`src/rtl/cfu_sad_sequencer.sv`:
```
// CFU sequencer that accumulates a lane-masked sum of absolute byte differences.
// Define CFU_SAD_SATURATE_EN to make SAD accumulation saturate instead of wrapping.
module cfu_sad_sequencer #(
    parameter logic [3:0] LANE_MASK_RESET = 4'hF
) (
    input  logic        clk,
    input  logic        reset,
    input  logic        cmd_valid,
    output logic        cmd_ready,
    input  logic [2:0]  cmd_payload_function_id,
    input  logic [31:0] cmd_payload_inputs_0,
    input  logic [31:0] cmd_payload_inputs_1,
    output logic        rsp_valid,
    input  logic        rsp_ready,
    output logic        rsp_payload_response_ok,
    output logic [31:0] rsp_payload_outputs_0,
    output logic [1:0]  dbg_state
);

    // Handshakes: a transfer occurs on a rising edge where valid and ready are both
    // high; a raised valid holds its payload unchanged until that edge.

    typedef enum logic [1:0] {
        ST_IDLE = 2'd0,
        ST_BUSY = 2'd1,
        ST_RESP = 2'd2
    } state_t;

    localparam logic [2:0] FN_CLEAR      = 3'd0;
    localparam logic [2:0] FN_SAD        = 3'd1;
    localparam logic [2:0] FN_READ       = 3'd2;
    localparam logic [2:0] FN_READ_CLEAR = 3'd3;
    localparam logic [2:0] FN_SET_MASK   = 3'd4;
    localparam logic [2:0] FN_LOAD       = 3'd5;

    state_t      state, state_next;
    logic [31:0] acc;
    logic [3:0]  mask;
    logic [1:0]  lane_cnt;
    logic [31:0] op_a;
    logic [31:0] op_b;
    logic [2:0]  func_q;
    logic        rsp_ok_q;
    logic [31:0] rsp_data_q;
    logic        cmd_fire;

    logic [7:0]  lane_a;
    logic [7:0]  lane_b;
    logic [7:0]  lane_diff;
    logic [31:0] lane_add;
    logic [31:0] acc_next;

    assign cmd_fire = cmd_valid && (state == ST_IDLE);

    // State register
    always_ff @(posedge clk) begin
        if (reset) begin
            state <= ST_IDLE;
        end else begin
            state <= state_next;
        end
    end

    // Next-state logic
    always_comb begin
        state_next = state;
        case (state)
            ST_IDLE: begin
                if (cmd_valid) begin
                    state_next = (cmd_payload_function_id == FN_SAD) ? ST_BUSY : ST_RESP;
                end
            end
            ST_BUSY: begin
                if (lane_cnt == 2'd3) begin
                    state_next = ST_RESP;
                end
            end
            ST_RESP: begin
                if (rsp_ready) begin
                    state_next = ST_IDLE;
                end
            end
            default: state_next = ST_IDLE;
        endcase
    end

    // Output logic; response payload comes straight from registers
    always_comb begin
        cmd_ready               = (state == ST_IDLE);
        rsp_valid               = (state == ST_RESP);
        rsp_payload_response_ok = rsp_ok_q;
        rsp_payload_outputs_0   = rsp_data_q;
        dbg_state               = state;
    end

    // One lane per BUSY cycle; masked lanes contribute zero but still take a cycle
    always_comb begin
        lane_a    = op_a[{lane_cnt, 3'b000} +: 8];
        lane_b    = op_b[{lane_cnt, 3'b000} +: 8];
        lane_diff = (lane_a >= lane_b) ? (lane_a - lane_b) : (lane_b - lane_a);
        lane_add  = mask[lane_cnt] ? {24'b0, lane_diff} : 32'd0;
    end

`ifdef CFU_SAD_SATURATE_EN
    logic [32:0] acc_sum;
    always_comb begin
        acc_sum  = {1'b0, acc} + {1'b0, lane_add};
        acc_next = acc_sum[32] ? 32'hFFFF_FFFF : acc_sum[31:0];
    end
`else
    always_comb begin
        acc_next = acc + lane_add;
    end
`endif

    // Datapath: command capture, accumulator, mask and response registers
    always_ff @(posedge clk) begin
        if (reset) begin
            acc        <= 32'd0;
            mask       <= LANE_MASK_RESET;
            lane_cnt   <= 2'd0;
            op_a       <= 32'd0;
            op_b       <= 32'd0;
            func_q     <= 3'd0;
            rsp_ok_q   <= 1'b0;
            rsp_data_q <= 32'd0;
        end else if (cmd_fire) begin
            op_a     <= cmd_payload_inputs_0;
            op_b     <= cmd_payload_inputs_1;
            func_q   <= cmd_payload_function_id;
            lane_cnt <= 2'd0;
            rsp_ok_q <= 1'b1;
            case (cmd_payload_function_id)
                FN_CLEAR: begin
                    acc        <= 32'd0;
                    rsp_data_q <= 32'd0;
                end
                FN_SAD: begin
                    rsp_data_q <= rsp_data_q;
                end
                FN_READ: begin
                    rsp_data_q <= acc;
                end
                FN_READ_CLEAR: begin
                    rsp_data_q <= acc;
                    acc        <= 32'd0;
                end
                FN_SET_MASK: begin
                    rsp_data_q <= {28'b0, mask};
                    mask       <= cmd_payload_inputs_0[3:0];
                end
                FN_LOAD: begin
                    acc        <= cmd_payload_inputs_0;
                    rsp_data_q <= cmd_payload_inputs_0;
                end
                default: begin
                    rsp_ok_q   <= 1'b0;
                    rsp_data_q <= 32'd0;
                end
            endcase
        end else if (state == ST_BUSY && func_q == FN_SAD) begin
            acc      <= acc_next;
            lane_cnt <= lane_cnt + 2'd1;
            if (lane_cnt == 2'd3) begin
                rsp_data_q <= acc_next;
                rsp_ok_q   <= 1'b1;
            end
        end
    end

endmodule

```
`config.mk`:
```
export PLATFORM = sky130hd
export DESIGN_NAME = cfu_sad_sequencer
export DESIGN_NICKNAME = d
export VERILOG_FILES = /design/src/rtl/cfu_sad_sequencer.sv
export SDC_FILE = /design/constraint.sdc
export NUM_CORES = 1
export LEC_CHECK = 0
export CAP_MARGIN = 5
export CORE_MARGIN = 3
export CORE_UTILIZATION = 60
export CTS_CLUSTER_SIZE = 28
export DETAILED_ROUTE_END_ITERATION = 8
export PLACE_DENSITY = 0.86
export SLEW_MARGIN = 15
export SYNTH_ARGS = -nofsm -noshare
export SYNTH_HDL_FRONTEND = slang
export SYNTH_SLANG_ARGS = --single-unit
```
`constraint.sdc`:
```
create_clock -name clk -period 11.96 [get_ports clk]
set_input_delay 1.794 -clock clk [delete_from_list [all_inputs] [get_ports clk]]
set_output_delay 1.794 -clock clk [all_outputs]
set_load 0.1 [all_outputs]
```
==> qor.csv <==
metric;value;unit
synthesis-to-layout area growth;20.6;%
CTS Hold Bufs;0;
GRT Residual Overflow;0;
most frequent cell after synthesis;nand2_1;
routed vias/inst;6.40;
Leak;3.53;nW
critical path launch point type;flip-flop;
leading area contributor after synthesis;dfxtp_1;
Post-synth top cells;nand2_1 (176), dfxtp_1 (140), a21oi_1 (134);
Async SR Flop Fraction;0;%
synth unique cells;76;
clk buf depth;2;
min-delay worst type;flip-flop to flip-flop;
max_cap viols;0;
status;complete, no violations;
CTS tree;done;
Die W;122;microns
H-Tree Depth;4;
fmax;176;MHz
row cnt;41;
number of synthesized flops with an enable pin;0;
drt initial violations;821;
worst-margin pin slew;1060;ps
DRC viols;0;
die area;0.0148;sq mm
dpl cells;1225;
TritonCTS Buffers;17;
port buffer count;107;
Worst Setup End Kind;flip-flop;
complex-gate fraction of the synthesized area;26.3;%
met1 WL;9920;microns
Routed wire per std cell;18.8;microns
Max IR drop VDD;0.000106;V
setup_tns;0;ps
placeable core area;0.0129;sq mm
post-synthesis sequential area ratio;34.9;%
GP Congestion;0.989;
Worst Path Class, Setup;flip-flop to flip-flop;
routed via count;8049;
number of nets in the layout;1170;
top_reg_cell synth;dfxtp_1;
adder-cell share of the synthesized area;4.48;%
post-CTS sizing;0;
Clock Latency Late Sink;430;ps
vias in the first global route;7402;
pwr/cell area;150;mW/mm^2
max-slew violations;0;
final period demand of the worst path;5670;ps
Critical Path Fanout Max;21;
CP arrival;6010;ps
Synth area leaders;dfxtp_1 (35%), a21oi_1 (8.3%), nand2_1 (8.2%), mux4_2 (4.5%), a211oi_1 (3.7%);
clock sinks;140;
number of synthesized register bits;140;
IO Pins;108;
Hold Slack;452;ps
hpwl dp;16300;microns
Hold Path Stages;2;
synthesis warning total;0;
endpoints failing setup;0;
syn_area_per_cell;7.96;sq um
Placement Setup Slack;6430;ps
GRT Total Usage;32.4;%
Die H;122;microns
post-CTS setup buffers;0;
final period utilization;47.4;%
fin util;75.3;%
global-route wire length before repair;38200;microns
Post-Synth Simple-Gate Area;20.5;%
met3 wire length;2310;microns
Clock Skew;8.03;ps
final hold violation count;0;
WL final;23600;microns
final worst slack;6290;ps
Ant. Diodes;0;
Post-Synthesis Cells;1010;
Synth Net Count;1108;
largest family of logic cells by synthesized area;compound AO/OA/AOI/OAI gates;
FF-to-FF setup slack;6290;ps
Rel. slew slack;29.4;%
Worst Reg-to-Reg Cells;16;
non-filler cells, final;1257;
unrepaired setup endpoints after global routing;false;
Synth Area in XOR/XNOR;2.07;%
WL met2;10700;microns
fraction of layout cells with a size suffix above 1;8.39;%
Req. time, crit path;12310;ps
cell area after synthesis;0.00804;sq mm
post-synth top area share;34.9;%
drt pass-1 iters;6;
Post-DRT Antenna Nets;0;
starting density of the core;62.4;%
multiplexer share of the synthesized area;6.68;%
DR top layer;met4;
largest net degree at the start of global routing;88;
clk slew on worst S/H paths;60;ps
CTS root buf;clkbuf_16;
antenna violations before repair;0;
-- flip-flops by register name, indices dropped and copies added, names as in the netlist, 2 cells and up --
register,count
dbg_state,2
func_q,3
op_a,32
op_b,32
mask,4
rsp_payload_outputs_0,32
lane_cnt,2
acc,32
-- cells by family after synthesis --
family / after synthesis
buf+inv: 105
xor+xnor: 19
fa+ha+maj: 27
compound gates: 327
flops: 140
simple gates: 359
mux: 33
-- layout make-up --
| class | count | area [sq um] |
|---|---|---|
| Clock buffer | 18 | 429 |
| Timing Repair Buffer | 120 | 1170 |
| Fill cell | 968 | 3180 |
| Tap cell | 172 | 215 |
| Clock inverter | 14 | 138 |
| Multi-Input combinational cell | 765 | 4840 |
| Inverter | 28 | 105 |
| Sequential cell | 140 | 2800 |
-- worst max-delay path: stages (launching register included) --
cell and delay (ps):
dfxtp_1 1020, mux4_2 650, inv_1 80, ha_1 260, nor3_1 110, or3_1 440, a21oi_1 320, nor4_1 120
or3_1 360, a21oi_1 210, ha_1 270, nor2_1 80, or3_4 390, a211o_1 450, or3_1 410, a21o_1 210
a211oi_2 200
-- path summary, 6_finish.rpt --
path,from,endpoint
min reg2reg,op_b[19],op_b[19]
max reg2reg,lane_cnt[1],rsp_payload_outputs_0[30]
min,op_b[19],op_b[19]
max,lane_cnt[1],rsp_payload_outputs_0[30]
-- metrics by stage --
stage / power (mW) / area, sq um
floorplan: 0.832 / 8040
global placement: 0.942 / 9130
detailed placement: 0.946 / 9130
CTS: 1.45 / 9700
global route: 1.51 / 9700
finish: 1.45 / 9700
-- where the power goes --
group	total (mW)	leakage, nW	internal (mW)	switching (mW)
logic	0.419	2.11	0.146	0.273
clock network	0.507	0.265	0.290	0.217
registers	0.526	1.15	0.500	0.0267
-- routing by layer --
| layer | up-vias | global-route usage [%] |
|---|---|---|
| li1 | 3770 | - |
| met1 | 3773 | 44.4 |
| met2 | 443 | 49.6 |
| met3 | 63 | 7.75 |
| met4 | 0 | 12.6 |
| met5 | - | 0 |
-- cell usage in the layout, fill, tap and decap left out, types with 5 or more instances in the layout --
cell,synthesis,routed
or3_1,6,6
dfxtp_1,140,140
mux2i_1,12,12
nand2_1,176,175
o21a_1,12,12
a21oi_1,134,134
mux2_2,5,5
nor3_1,32,32
nand3_1,9,9
inv_1,28,28
clkdlybuf4s50_1,0,106
xor2_1,6,6
o2111ai_1,5,5
clkbuf_16,0,17
buf_4,2,14
mux4_2,16,16
xnor2_1,13,13
a211oi_1,40,40
a22o_1,16,16
a221oi_1,7,7
nand4_1,8,8
nand2b_1,8,8
o21ai_0,37,37
nor2b_1,8,7
and2_1,5,5
nor2_1,76,76
o22ai_1,8,8
a22oi_1,17,17
ha_1,24,24
a21o_1,9,9
nor4_1,6,6
Note: power is estimated with default switching activity, not from simulation.
